[src/rtl/hazard_scoreboard_pkg.sv]
// Shared types and helpers for the hazard/forwarding scoreboard.
//   iss_class_t      - issue class of a decoded instruction
//   FWD_RF           - forwarding select meaning "read the register file"
//   forward_src*_t   - select encoding for the three-stage (EX/MEM/WB) core
//   ready_at_of()    - first tracker stage from which a class's result can be forwarded
package hazard_scoreboard_pkg;

  typedef enum logic [1:0] {
    ClsNone = 2'd0,
    ClsAlu  = 2'd1,
    ClsLoad = 2'd2,
    ClsMul  = 2'd3
  } iss_class_t;

  localparam int FWD_RF = 0;

  typedef enum logic [1:0] {
    FwdSrcaRf        = 2'd0,
    FwdSrcaAluOutDm  = 2'd1,
    FwdSrcaWrbckData = 2'd2
  } forward_srca_t;

  typedef enum logic [1:0] {
    FwdSrcbRf        = 2'd0,
    FwdSrcbAluOutDm  = 2'd1,
    FwdSrcbWrbckData = 2'd2
  } forward_srcb_t;

  // Loads produce data at the end of MEM, everything else at the end of EX.
  function automatic logic [1:0] ready_at_of(input iss_class_t cls);
    return (cls == ClsLoad) ? 2'd2 : 2'd1;
  endfunction

endpackage

[src/rtl/hazard_scoreboard_if.sv]
// ID-stage <-> scoreboard bundle.
//   master : decode stage (drives id_*, flush; sees stall, selects, mul_busy)
//   slave  : hazard_scoreboard
interface hazard_scoreboard_if #(
  parameter int REG_AW = 5,
  parameter int DEPTH  = 3
);
  import hazard_scoreboard_pkg::*;

  localparam int FSEL_W = $clog2(DEPTH);

  logic              id_valid;
  logic [REG_AW-1:0] id_rs;
  logic [REG_AW-1:0] id_rt;
  logic              id_use_rs;
  logic              id_use_rt;
  logic              id_wr;
  logic [REG_AW-1:0] id_dst;
  iss_class_t        id_class;
  logic              flush;

  logic              stall;
  logic [FSEL_W-1:0] fwd_a_sel;
  logic [FSEL_W-1:0] fwd_b_sel;
  logic              mul_busy;

  modport master (
    output id_valid, id_rs, id_rt, id_use_rs, id_use_rt, id_wr, id_dst, id_class, flush,
    input  stall, fwd_a_sel, fwd_b_sel, mul_busy
  );

  modport slave (
    input  id_valid, id_rs, id_rt, id_use_rs, id_use_rt, id_wr, id_dst, id_class, flush,
    output stall, fwd_a_sel, fwd_b_sel, mul_busy
  );

endinterface

[src/rtl/hazard_scoreboard_stage_tracker.sv]
// DEPTH-entry tag shift register of in-flight register writes.
//   clk, rst_n     - clock, synchronous active-low reset
//   hold           - MUL occupies EX: stage 1 holds, stage 2 takes a bubble
//   push_valid     - accepted instruction writes a tracked register
//   push_dst       - its destination
//   push_ready_at  - first stage from which its result is forwardable
//   valid/dst/ready- per-stage state, index 1 = EX ... DEPTH = WB
module hazard_stage_tracker #(
  parameter int REG_AW = 5,
  parameter int DEPTH  = 3
) (
  input  logic              clk,
  input  logic              rst_n,
  input  logic              hold,
  input  logic              push_valid,
  input  logic [REG_AW-1:0] push_dst,
  input  logic [1:0]        push_ready_at,
  output logic [DEPTH:1]    valid,
  output logic [REG_AW-1:0] dst [1:DEPTH],
  output logic [DEPTH:1]    ready
);

  logic [1:0] ready_at [1:DEPTH];

  always_ff @(posedge clk) begin
    if (!rst_n) begin
      valid <= '0;
    end else begin
      // NOTE: sequential state uses non-blocking assignments so every stage
      // samples its neighbour's pre-edge value and the shift is order-independent.
      if (!hold) valid[1] <= push_valid;
      valid[2] <= hold ? 1'b0 : valid[1];
      for (int k = 3; k <= DEPTH; k++) valid[k] <= valid[k-1];
    end
  end

  // NOTE: only the valid bits need reset; tag payloads are ignored while
  // invalid, so leaving them unreset keeps the array reset-free.
  always_ff @(posedge clk) begin
    if (!hold) begin
      dst[1]      <= push_dst;
      ready_at[1] <= push_ready_at;
    end
    for (int k = 2; k <= DEPTH; k++) begin
      dst[k]      <= dst[k-1];
      ready_at[k] <= ready_at[k-1];
    end
  end

  // A result in EX is not forwardable while the multiplier is still working.
  always_comb begin
    // NOTE: default first so no path through the block leaves ready unassigned
    // (which would infer a latch).
    ready = '0;
    for (int k = 1; k <= DEPTH; k++) begin
      ready[k] = valid[k] && (k >= int'(ready_at[k])) && ((k != 1) || !hold);
    end
  end

endmodule

[src/rtl/hazard_scoreboard.sv]
// Hazard and forwarding controller beside the ID/EX boundary.
//   clk, rst_n - clock, synchronous active-low reset
//   bus        - hazard_scoreboard_if.slave: decoded instruction in, stall,
//                registered forwarding selects and mul_busy out
module hazard_scoreboard
  import hazard_scoreboard_pkg::*;
#(
  parameter int REG_AW  = 5,
  parameter int DEPTH   = 3,
  parameter int MUL_LAT = 4
) (
  input  logic                clk,
  input  logic                rst_n,
  hazard_scoreboard_if.slave  bus
);

  localparam int FSEL_W = $clog2(DEPTH);
  localparam int MCW    = (MUL_LAT > 1) ? $clog2(MUL_LAT) : 1;

  logic [MCW-1:0]    mul_cnt;
  logic              mul_hold;
  logic [DEPTH:1]    st_valid;
  logic [DEPTH:1]    st_ready;
  logic [REG_AW-1:0] st_dst [1:DEPTH];
  logic [FSEL_W-1:0] match_a, match_b;
  logic              hazard_a, hazard_b;
  logic              accept, push_valid;
  logic [FSEL_W-1:0] sel_a_q, sel_b_q;

  assign mul_hold = (mul_cnt != '0);

  hazard_stage_tracker #(.REG_AW(REG_AW), .DEPTH(DEPTH)) u_tracker (
    .clk           (clk),
    .rst_n         (rst_n),
    .hold          (mul_hold),
    .push_valid    (push_valid),
    .push_dst      (bus.id_dst),
    .push_ready_at (ready_at_of(bus.id_class)),
    .valid         (st_valid),
    .dst           (st_dst),
    .ready         (st_ready)
  );

  // Youngest valid producer among stages 1..DEPTH-1; WB is left to the
  // write-first register file. Scanning oldest-to-youngest lets the youngest win.
  function automatic logic [FSEL_W-1:0] find_match(input logic [REG_AW-1:0] src,
                                                    input logic used);
    logic [FSEL_W-1:0] sel;
    sel = FSEL_W'(FWD_RF);
    if (used && (src != '0)) begin
      for (int k = DEPTH - 1; k >= 1; k--) begin
        if (st_valid[k] && (st_dst[k] == src)) sel = FSEL_W'(k);
      end
    end
    return sel;
  endfunction

  always_comb begin
    match_a  = find_match(bus.id_rs, bus.id_use_rs);
    match_b  = find_match(bus.id_rt, bus.id_use_rt);
    hazard_a = 1'b0;
    hazard_b = 1'b0;
    for (int k = 1; k < DEPTH; k++) begin
      if ((match_a == FSEL_W'(k)) && !st_ready[k]) hazard_a = 1'b1;
      if ((match_b == FSEL_W'(k)) && !st_ready[k]) hazard_b = 1'b1;
    end
  end

  assign bus.stall  = bus.id_valid && (hazard_a || hazard_b || mul_hold);
  assign accept     = bus.id_valid && !bus.stall && !bus.flush;
  assign push_valid = accept && bus.id_wr && (bus.id_dst != '0);

  // flush only affects the ID instruction; an in-flight MUL keeps counting.
  always_ff @(posedge clk) begin
    if (!rst_n) begin
      mul_cnt <= '0;
      sel_a_q <= FSEL_W'(FWD_RF);
      sel_b_q <= FSEL_W'(FWD_RF);
    end else begin
      if (mul_hold)
        mul_cnt <= mul_cnt - MCW'(1);
      else if (accept && (bus.id_class == ClsMul))
        mul_cnt <= MCW'(MUL_LAT - 1);

      // Selects belong to the instruction sitting in EX, so they hold while MUL does.
      if (accept) begin
        sel_a_q <= match_a;
        sel_b_q <= match_b;
      end else if (!mul_hold) begin
        sel_a_q <= FSEL_W'(FWD_RF);
        sel_b_q <= FSEL_W'(FWD_RF);
      end
    end
  end

  assign bus.fwd_a_sel = sel_a_q;
  assign bus.fwd_b_sel = sel_b_q;
  assign bus.mul_busy  = mul_hold;

endmodule

[src/flat_wrapper.sv]
// flat-port wrapper written by rule: the top's interface ports become plain ports
module hazard_scoreboard_flat import hazard_scoreboard_pkg::*;
#(
  parameter int REG_AW  = 5,
  parameter int DEPTH   = 3,
  parameter int MUL_LAT = 4
)
  (clk, rst_n, bus_id_valid, bus_id_rs, bus_id_rt, bus_id_use_rs, bus_id_use_rt, bus_id_wr, bus_id_dst, bus_id_class, bus_flush, bus_stall, bus_fwd_a_sel, bus_fwd_b_sel, bus_mul_busy);
  hazard_scoreboard_if #(.REG_AW(REG_AW), .DEPTH(DEPTH)) bus_i ();
  input  logic clk;
  input  logic rst_n;
  input wire logic [$bits(bus_i.id_valid)-1:0] bus_id_valid;
  input wire logic [$bits(bus_i.id_rs)-1:0] bus_id_rs;
  input wire logic [$bits(bus_i.id_rt)-1:0] bus_id_rt;
  input wire logic [$bits(bus_i.id_use_rs)-1:0] bus_id_use_rs;
  input wire logic [$bits(bus_i.id_use_rt)-1:0] bus_id_use_rt;
  input wire logic [$bits(bus_i.id_wr)-1:0] bus_id_wr;
  input wire logic [$bits(bus_i.id_dst)-1:0] bus_id_dst;
  input wire logic [$bits(bus_i.id_class)-1:0] bus_id_class;
  input wire logic [$bits(bus_i.flush)-1:0] bus_flush;
  output wire logic [$bits(bus_i.stall)-1:0] bus_stall;
  output wire logic [$bits(bus_i.fwd_a_sel)-1:0] bus_fwd_a_sel;
  output wire logic [$bits(bus_i.fwd_b_sel)-1:0] bus_fwd_b_sel;
  output wire logic [$bits(bus_i.mul_busy)-1:0] bus_mul_busy;
  assign bus_i.id_valid = bus_id_valid;
  assign bus_i.id_rs = bus_id_rs;
  assign bus_i.id_rt = bus_id_rt;
  assign bus_i.id_use_rs = bus_id_use_rs;
  assign bus_i.id_use_rt = bus_id_use_rt;
  assign bus_i.id_wr = bus_id_wr;
  assign bus_i.id_dst = bus_id_dst;
  assign bus_i.id_class = bus_id_class;
  assign bus_i.flush = bus_flush;
  assign bus_stall = bus_i.stall;
  assign bus_fwd_a_sel = bus_i.fwd_a_sel;
  assign bus_fwd_b_sel = bus_i.fwd_b_sel;
  assign bus_mul_busy = bus_i.mul_busy;
  hazard_scoreboard #(.REG_AW(REG_AW), .DEPTH(DEPTH), .MUL_LAT(MUL_LAT)) u_core (.clk(clk), .rst_n(rst_n), .bus(bus_i));
endmodule
[config.mk]
export PLATFORM = sky130hd
export DESIGN_NAME = hazard_scoreboard_flat
export DESIGN_NICKNAME = d
export VERILOG_FILES = /design/src/rtl/hazard_scoreboard_pkg.sv /design/src/rtl/hazard_scoreboard_if.sv /design/src/rtl/hazard_scoreboard_stage_tracker.sv /design/src/rtl/hazard_scoreboard.sv /design/src/flat_wrapper.sv
export SDC_FILE = /design/constraint.sdc
export NUM_CORES = 1
export LEC_CHECK = 0
export BUFFER_PORTS_ARGS = -buffer_cell sky130_fd_sc_hd__buf_2
export CAP_MARGIN = 25
export CORE_MARGIN = 4
export CORE_UTILIZATION = 24
export DETAILED_ROUTE_END_ITERATION = 10
export PLACE_DENSITY_LB_ADDON = 0.2
export SLEW_MARGIN = 15
export SYNTH_ARGS = -nofsm -noshare
export SYNTH_HDL_FRONTEND = slang
export SYNTH_SLANG_ARGS = --single-unit
[constraint.sdc]
create_clock -name clk -period 2 [get_ports clk]
set_input_delay 0.2 -clock clk [delete_from_list [all_inputs] [get_ports clk]]
set_output_delay 0.2 -clock clk [all_outputs]
set_load 0.05 [all_outputs]
== After elaboration in Yosys (flattened, before gate mapping) ==
Memories as Yosys holds them, arrays and structs flattened.
Cells that the tools add are included.

* Eq/ne operators: 11
* Order comparisons: 2
* Add/sub/neg operators: 1
* Bitwise operators: 1
* Reductions and logical operators: 32
* Muxes and demuxes: 17

{| class="wikitable"
|+ Operators with widths
! cell !! count
|-
| $mux 2 || 12
|-
| $eq 5x5->1 || 4
|-
| $logic_and 1x1->1 || 19
|-
| $reduce_bool 5->1 || 3
|-
| $eq 2x2->1 const B || 4
|-
| $logic_not 1->1 || 5
|-
| $mux 1 || 5
|-
| $eq 2x1->1 const B || 2
|-
| $reduce_bool 2->1 || 2
|-
| $ge 1x2->1 const A || 1
|-
| $ge 2x2->1 const A || 1
|-
| $logic_or 1x1->1 || 2
|-
| $ne 2x2->1 const B || 1
|-
| $reduce_or 2->1 || 1
|-
| $sub 2x1->2 const B || 1
|-
| $not 1->1 || 1
|}

* Input port bits: 24
* Output and inout bits: 6
* Memories: 1
* Word-level logic and storage cells: 72
* RAM bits: 6
* Register bits after elaboration: 18

{| class="wikitable"
|+ Memory list
! memory !! words !! width !! read ports !! clocked after Yosys merged registers in !! wr ports !! line !! text
|-
| u_core.u_tracker.ready_at || 3 || 2 || 2 || 0 || 3 || hazard_scoreboard_stage_tracker.sv:23 || <nowiki>logic [1:0] ready_at [1:DEPTH];</nowiki>
|}

== Depth between registers and ports, before layout ==
Gate-level depths: netlist of the first run.

* Word-level depth: 18
* Gate-level depth with buffers: 7
* Depth with buffers taken out: 7

== Cells and area by module ==
From an unflattened synthesis of the first run, not the netlist that was laid out.

* Cell total of the unflattened synthesis: 109
* Area, all modules: 1,217.4 um2

{| class="wikitable"
|+ Modules (own cells, without submodules)
! module !! area each (um2) !! seq. area each (um2) !! cells each !! instances
|-
| hazard_scoreboard || 651.9 || 120.1 || 79 || 1
|-
| hazard_stage_tracker || 565.5 || 510.5 || 30 || 1
|}

== Worst setup path after synthesis of the first run ==
OpenSTA, ideal clock, no wires.

* Kind: flip-flop to output port
* Start: reg u_core.u_tracker.dst[14] (netlist bit)
* End: out bus_stall
* Cell stages (with the launch flop): 7
* Slack: 0.182 ns
* Data arrival time: 1.618 ns
* Data required time: 1.800 ns
* Path buffers: 0
* Cells stage by stage: edfxtp_1 xor2_1 nor4_1 nand3_1 nor2_1 o21a_1 o31a_2

* Cells in the longest elaborated chain, start to end: 11
* Elaborated cells between the ends (all ways): 23
* Those cells by class: 6 x eq/ne; 8 x mux; 9 x reduce/logical

{| class="wikitable"
|+ RTL lines
! item !! line !! text
|-
| start, declared || hazard_scoreboard_stage_tracker.sv:19 || <nowiki>output logic [REG_AW-1:0] dst [1:DEPTH],</nowiki>
|-
| start signal, assigned by index || hazard_scoreboard_stage_tracker.sv:45 || <nowiki>dst[k] <= dst[k-1];</nowiki>
|-
| $eq 5x5->1 || hazard_scoreboard.sv:52 || <nowiki>if (st_valid[k] && (st_dst[k] == src)) sel = FSEL_W'(k);</nowiki>
|-
| $logic_and 1x1->1 || hazard_scoreboard.sv:52 ||
|-
| $mux 2 || hazard_scoreboard.sv:52 ||
|-
| $mux 2 || hazard_scoreboard.sv:50 || <nowiki>if (used && (src != '0)) begin</nowiki>
|-
| $eq 2x1->1 (on tied branches) || hazard_scoreboard.sv:64, hazard_scoreboard.sv:65 ||
|-
| $logic_and 1x1->1 (on tied branches) || hazard_scoreboard.sv:64, hazard_scoreboard.sv:65 ||
|-
| $mux 1 (on tied branches) (2 in series) || hazard_scoreboard.sv:64, hazard_scoreboard.sv:65 ||
|-
| $logic_or 1x1->1 * (2 in series) || hazard_scoreboard.sv:69 || <nowiki>assign bus.stall = bus.id_valid && (hazard_a || hazard_b || mul_hold);</nowiki>
|-
| $logic_and 1x1->1 * || hazard_scoreboard.sv:69 ||
|-
| end, declared || flat_wrapper.sv:21 || <nowiki>output wire logic [$bits(bus_i.stall)-1:0] bus_stall;</nowiki>
|}

Mark *: on every way between the ends. The rest lies on a longest branch, timed or not.

== Worst setup path after layout of the first run ==
* Start: reg u_core.u_tracker.dst[12] (netlist bit)
* End: out bus_stall

The elaborated chain is that of the path after synthesis.

==> qor.csv, run 1 <==
stage,metric,value,unit
run_status,outcome,"finished, violations left",
run_status,failing checks,negative setup slack,
yosys,Synth area leader,dfxtp_1,
yosys,main combinational cell family by area after synthesis,simple AND/OR/NAND/NOR gates,
power_and_ir_drop,LEAKAGE,0.5904,nW
cells_and_area,post-route cell area,1380,sq um
yosys,Synth warnings,0,
yosys,Post-Syn Instances,100,
global_route,first-pass GRT wire length,4119,um
cts,"Clk pin slew, worst setup/hold paths",0.08,ns
yosys,Post-synth top cells,"xor2_1, dfxtp_1, nand2_1, edfxtp_1",
cells_and_area,layout net count,164,
timing,worst slew pin tran,0.3817,ns
timing,Clock Skew,0.003662,ns
cells_and_area,Inserted Diodes,0,
cts,CTS buffer count,3,
yosys,post-synthesis simple-gate area fraction,0.2070,
yosys,Post-synth EDFFs,7,
timing,Final Hold Viols,0,
yosys,syn_nets,125,
global_route,largest net degree at the start of global routing,14,
placement,Area after DPL,1277,sq um
timing,Slew HR,0.7450,
route,initial DRC count,28,
yosys,Mapped Area,1040,sq um
global_route,vias in the first global route,959,
worst_setup_path,crit path DAT,2.02,ns
timing,Setup-failing EPs final,1,
die,chip width,73.82,um
worst_setup_path,CP endpoint kind,output pin,
route,# DRC,0,
yosys,top-area cell type share of the netlist area,0.2888,
placement,placed cells,183,
min_path,min-delay worst type,input pin to flip-flop,
cts,CTS tree,built,
cts,Clock Path Buffers,2,
global_route,GR Util All Layers,0.09867,
timing,total negative slack,-0.2161,ns
route,WL per Instance,12.63,um
worst_setup_path,critical path class,flip-flop to output pin,
yosys,Syn Area/Cell,10.40,sq um
cts,# clock sinks,22,
die,die span in y,73.82,um
global_route,initial antenna violation count,0,
timing,Final min period,2.216,ns
route,post-DR vias/cell,4.479,
timing,Max Clk Rate,0.4512,GHz
yosys,Synth Area in XOR/XNOR,0.1769,
yosys,Main synth FF type,dfxtp_1,
route,total number of vias,842,
timing,final worst slack,-0.2161,ns
cts,clock tree root driver cell,clkbuf_8,
placement,gpl congestion,0.8056,
worst_setup_path,Critical Path Start Type,flip-flop,
timing,unrepaired setup endpoints after global routing,yes,
worst_setup_path,Crit path required time,1.80,ns
die,Rows,23,
worst_setup_path,worst-path fanout max,3,
placement,Final HPWL DP,1992,um
yosys,sequential share of the synthesized area,0.4910,
die,total die area,5449,sq um
cells_and_area,Fillers,433,
yosys,mux contribution to synthesized area,0.009627,
yosys,Compound-Gate Fraction of Synth Area,0.08905,
yosys,"count leader, synth",xor2_1,
yosys,"FFs w/ async S/R, synth",0,
die,Placeable Area,4086,sq um
yosys,top post-synthesis cells by area,"dfxtp_1, edfxtp_1, xor2_1, nand2_1, xnor2_1",
timing,Hold Slack,0.1205,ns
yosys,synthesis-stage register bit count,22,
yosys,adder-cell share of the synthesized area,0.01203,
cts,Worst-Skew Late Latency,0.26,ns
yosys,Synth cell types,26,
global_route,final global-route overflow total,0,
flow_run,max-cap check violation count,0,
cells_and_area,final std cells w/o fill,188,
cells_and_area,layout cells sized above 1,0.3333,
die,# IOs,30,
power_and_ir_drop,PD cells,1136,nW/um^2
placement,input/output buffers,29,
cells_and_area,synth-to-layout area growth,32.73,%
cells_and_area,multi-input logic area,528.0,sq um
timing,share of the clock period used by the worst path,1.108,
cts,H-tree depth,1,
route,WL final,2375,um
die,initial core utilization,0.2544,
cells_and_area,Storage cell area,510.5,sq um
timing,max-slew violation count,0,
route,Antenna Violating Nets Remaining,0,
route,First-pass DRT Iterations,4,
power_and_ir_drop,Max rail drop VDD,0.3701,mV
==> repair_timing <==
action                     CTS  global route
setup endpoints to repair    2             4
hold buffers                 0             0
setup buffers                0             1
resized for setup            3             2
cloned                       0             0
pin swaps                    7             1
==> worst max-delay path, cell delays in order, from the launching register on <==
cell	delay [ns]
edfxtp_1	0.43
xor2_1	0.19
nor4_1	0.30
nand3_1	0.17
nand4_2	0.12
a21boi_2	0.07
o31a_2	0.31
buf_8	0.16
==> logic make-up (layout without fill, tap and decap cells) <==
logic type / after synthesis / in the layout
simple gates: 40 / 40
flops: 22 / 22
xor+xnor: 21 / 21
compound gates: 11 / 11
buf+inv: 4 / 42
fa+ha+maj: 1 / 1
mux: 1 / 1
==> cell usage in the layout (no fill, tap or decap), types with 4 or more instances in the layout <==
master / count
nand2_1: 13
nor4_1: 4
dfxtp_1: 15
edfxtp_1: 7
inv_1: 4
buf_2: 28
nand3_1: 4
nor2_1: 5
xor2_1: 16
xnor2_1: 5
buf_4: 5
==> final timing paths <==
path                                                                start                                       to  slack (ns)  cells after the start
worst min-delay path                                        bus_id_dst[3]       u_core.u_tracker.dst[13]$_DFFE_PP_        0.12                      1
worst max-delay path                   u_core.u_tracker.dst[12]$_DFFE_PP_                                bus_stall       -0.22                      7
worst max register to register         u_core.u_tracker.dst[12]$_DFFE_PP_           u_core.mul_cnt[0]$_SDFFE_PN0P_           0                      8
worst min register to register  u_core.u_tracker.ready_at[1][0]$_DFFE_PP_  u_core.u_tracker.ready_at[2][0]$_DFF_P_        0.35                      0
==> power breakdown <==
part / leakage, nW / internal (W) / total, W / switching, W
clock network: 0.0357 / 0.000267 / 0.000415 / 0.000148
registers: 0.193 / 0.000604 / 0.000695 / 0.0000910
logic: 0.361 / 0.000208 / 0.000458 / 0.000249
==> routing by layer <==
layer / vias to the layer above / GRT usage / part of all wire
met4: 0 / 0.05433 / 0.031
met2: 23 / 0.1585 / 0.49
met3: 8 / 0.02599 / 0.059
met5: - / 0 / 0
li1: 429 / - / -
met1: 382 / 0.1188 / 0.42
==> registers in the layout, summed over array words and instances (netlist names) <==
| signal | flops |
|---|---|
| u_core.bus.fwd_b_sel | 2 |
| u_core.u_tracker.ready_at | 4 |
| u_core.u_tracker.dst | 10 |
| u_core.mul_cnt | 2 |
| u_core.bus.fwd_a_sel | 2 |
| u_core.u_tracker.valid | 2 |
==> cell type report <==
class	instances	area share
repair buffers	34	0.1396
well taps	50	0.04533
clock inverters	1	0.02176
clock buffers	3	0.02992
multi-input cells	74	0.3826
flip-flops and latches	22	0.3699
inverters	4	0.01088
==> per-stage QoR <==
stage	total power [W]	util	setup slack [ns]
5_1_grt	0.001671	0.3377	-0.3564
4_1_cts	0.001570	0.3325	-0.1975
3_3_place_gp	0.001135	0.3126	-0.02633
2_1_floorplan	0.0009994	-	0.1818
6_report	0.001568	0.3377	-0.2161
3_5_place_dp	0.001136	0.3126	-0.004205
Power figures use the tool's default switching activity.
==> inputs of run 2 (changes only) <==
CTS_BUF_LIST = sky130_fd_sc_hd__clkbuf_4   (was default)
==> run 2 against run 1 <==
Clock skew up 0.0041 ns. Fmax down 2.9%. Global-route usage down 0.085 points. Routed wire length down 0.21%. Clock-buffer cell count unchanged. Cell count unchanged. Worst hold slack worse by 0.056 ns. Critical path depth unchanged. Final area down 1.4%. The flow still finishes with violations (negative setup slack).
==> qor.csv, run 2 (same netlist as run 1, synthesis figures left out) <==
stage,metric,value,unit
run_status,outcome,"finished, violations left",
run_status,failing checks,negative setup slack,
placement,placed cells,183,
timing,Final Hold Viols,0,
die,# IOs,30,
timing,Final min period,2.282,ns
cells_and_area,synth-to-layout area growth,30.93,%
global_route,first-pass GRT wire length,4119,um
worst_setup_path,CP endpoint kind,output pin,
cells_and_area,max reg flops,10,
cts,Worst-Skew Late Latency,0.31,ns
power_and_ir_drop,PD cells,1101,nW/um^2
timing,Clock Skew,0.007767,ns
worst_setup_path,Crit path required time,1.80,ns
global_route,vias in the first global route,955,
timing,Setup-failing EPs final,2,
cells_and_area,layout net count,164,
cells_and_area,top flop regs,"u_core.u_tracker.dst: 10 flops, u_core.u_tracker.ready_at: 4 flops",
route,WL final,2370,um
global_route,initial antenna violation count,0,
cells_and_area,Inserted Diodes,0,
route,post-DR vias/cell,4.479,
cts,H-tree depth,1,
worst_setup_path,critical path class,flip-flop to output pin,
cts,CTS tree,built,
route,total number of vias,842,
die,initial core utilization,0.2544,
timing,share of the clock period used by the worst path,1.141,
cts,"Clk pin slew, worst setup/hold paths",0.13,ns
global_route,GR Util All Layers,0.09783,
worst_setup_path,worst-path fanout max,3,
die,chip width,73.82,um
die,die span in y,73.82,um
flow_run,max-cap check violation count,0,
min_path,min-delay worst type,input pin to flip-flop,
worst_setup_path,crit path DAT,2.08,ns
timing,Slew HR,0.7540,
timing,final worst slack,-0.2821,ns
route,First-pass DRT Iterations,4,
cells_and_area,post-route cell area,1361,sq um
worst_setup_path,Critical Path Start Type,flip-flop,
route,Antenna Violating Nets Remaining,0,
power_and_ir_drop,LEAKAGE,0.5826,nW
timing,Max Clk Rate,0.4382,GHz
cells_and_area,layout cells sized above 1,0.3333,
cells_and_area,final std cells w/o fill,188,
cells_and_area,most frequent cells in the layout,"buf_2, xor2_1, dfxtp_1, nand2_1, edfxtp_1",
cts,clock tree root driver cell,clkbuf_4,
die,Placeable Area,4086,sq um
global_route,largest net degree at the start of global routing,14,
placement,Final HPWL DP,1992,um
cts,# clock sinks,22,
route,# DRC,0,
cts,CTS buffer count,3,
timing,worst slew pin tran,0.3682,ns
timing,max-slew violation count,0,
cells_and_area,"most common cell after layout, fill and taps aside",buf_2,
placement,gpl congestion,0.8056,
placement,dpl ws,-0.004205,ns
cells_and_area,Biggest register,u_core.u_tracker.dst,
placement,Area after DPL,1277,sq um
route,initial DRC count,37,
placement,input/output buffers,29,
power_and_ir_drop,Max rail drop VDD,0.3292,mV
die,Rows,23,
cts,hold buffers post-CTS,0,
route,WL per Instance,12.61,um
global_route,final global-route overflow total,0,
die,total die area,5449,sq um
cts,Clock Path Buffers,2,
timing,unrepaired setup endpoints after global routing,yes,
-- run 2: cell counts in the layout (fill, tap and decap cells not counted) --
No cell type changed its count.
-- run 2: timing repair --
action / CTS / global route
buffers inserted: 0 / 1
endpoints found under the setup margin: 2 / 4
resized for setup: 3 / 2
pin swaps: 7 / 1
-- run 2: critical path, cell delays in order, from the launching register on --
cell and delay [ns]:
edfxtp_1 0.45, xor2_1 0.19, nor4_1 0.30, nand3_1 0.17, nand4_2 0.12, a21boi_2 0.07, o31a_2 0.31, buf_8 0.16
-- run 2: stage by stage --
step                       TNS (ns)  power [W]  hold WS [ns]    util
after floorplan                   0  0.0009994        0.2989       -
after global placement     -0.02633   0.001135        0.3305  0.3126
after detailed placement  -0.004205   0.001136        0.3303  0.3126
after CTS                   -0.2707   0.001499       0.05358  0.3279
after global routing        -0.7744   0.001598       0.04179  0.3331
final                       -0.2921   0.001498       0.06469  0.3331
-- run 2: metal layers --
| metal | vias up | GRT usage | share of wire |
|---|---|---|---|
| li1 | 431 | - | - |
| met1 | 385 | 0.1179 | 0.43 |
| met2 | 20 | 0.1594 | 0.49 |
| met3 | 6 | 0.02189 | 0.059 |
| met4 | 0 | 0.05433 | 0.023 |
| met5 | - | 0 | 0 |
-- run 2: area by class of cell --
type,count,area (sq um)
Fill cell,436,2725
Multi-Input combinational cell,74,528.0
Sequential cell,22,510.5
Timing Repair Buffer,34,192.7
Tap cell,50,62.56
Clock inverter,1,30.03
Clock buffer,3,22.52
Inverter,4,15.01
-- run 2: worst paths after layout --
| kind | start | endpoint | slack, ns | depth (start not counted) |
|---|---|---|---|---|
| max | u_core.u_tracker.dst[12]$_DFFE_PP_ | bus_stall | -0.28 | 7 |
| min | bus_id_dst[3] | u_core.u_tracker.dst[13]$_DFFE_PP_ | 0.06 | 1 |
| max reg2reg | u_core.u_tracker.dst[12]$_DFFE_PP_ | u_core.mul_cnt[0]$_SDFFE_PN0P_ | -0.01 | 8 |
| min reg2reg | u_core.u_tracker.ready_at[1][0]$_DFFE_PP_ | u_core.u_tracker.ready_at[2][0]$_DFF_P_ | 0.36 | 0 |
-- run 2: power breakdown --
group / internal [W] / leakage [nW] / switching (W) / total, W
Sequential: 0.000604 / 0.193 / 0.0000925 / 0.000696
Clock: 0.000203 / 0.0279 / 0.000143 / 0.000345
Combinational: 0.000208 / 0.361 / 0.000248 / 0.000457
Total: 0.00101 / 0.583 / 0.000484 / 0.00150
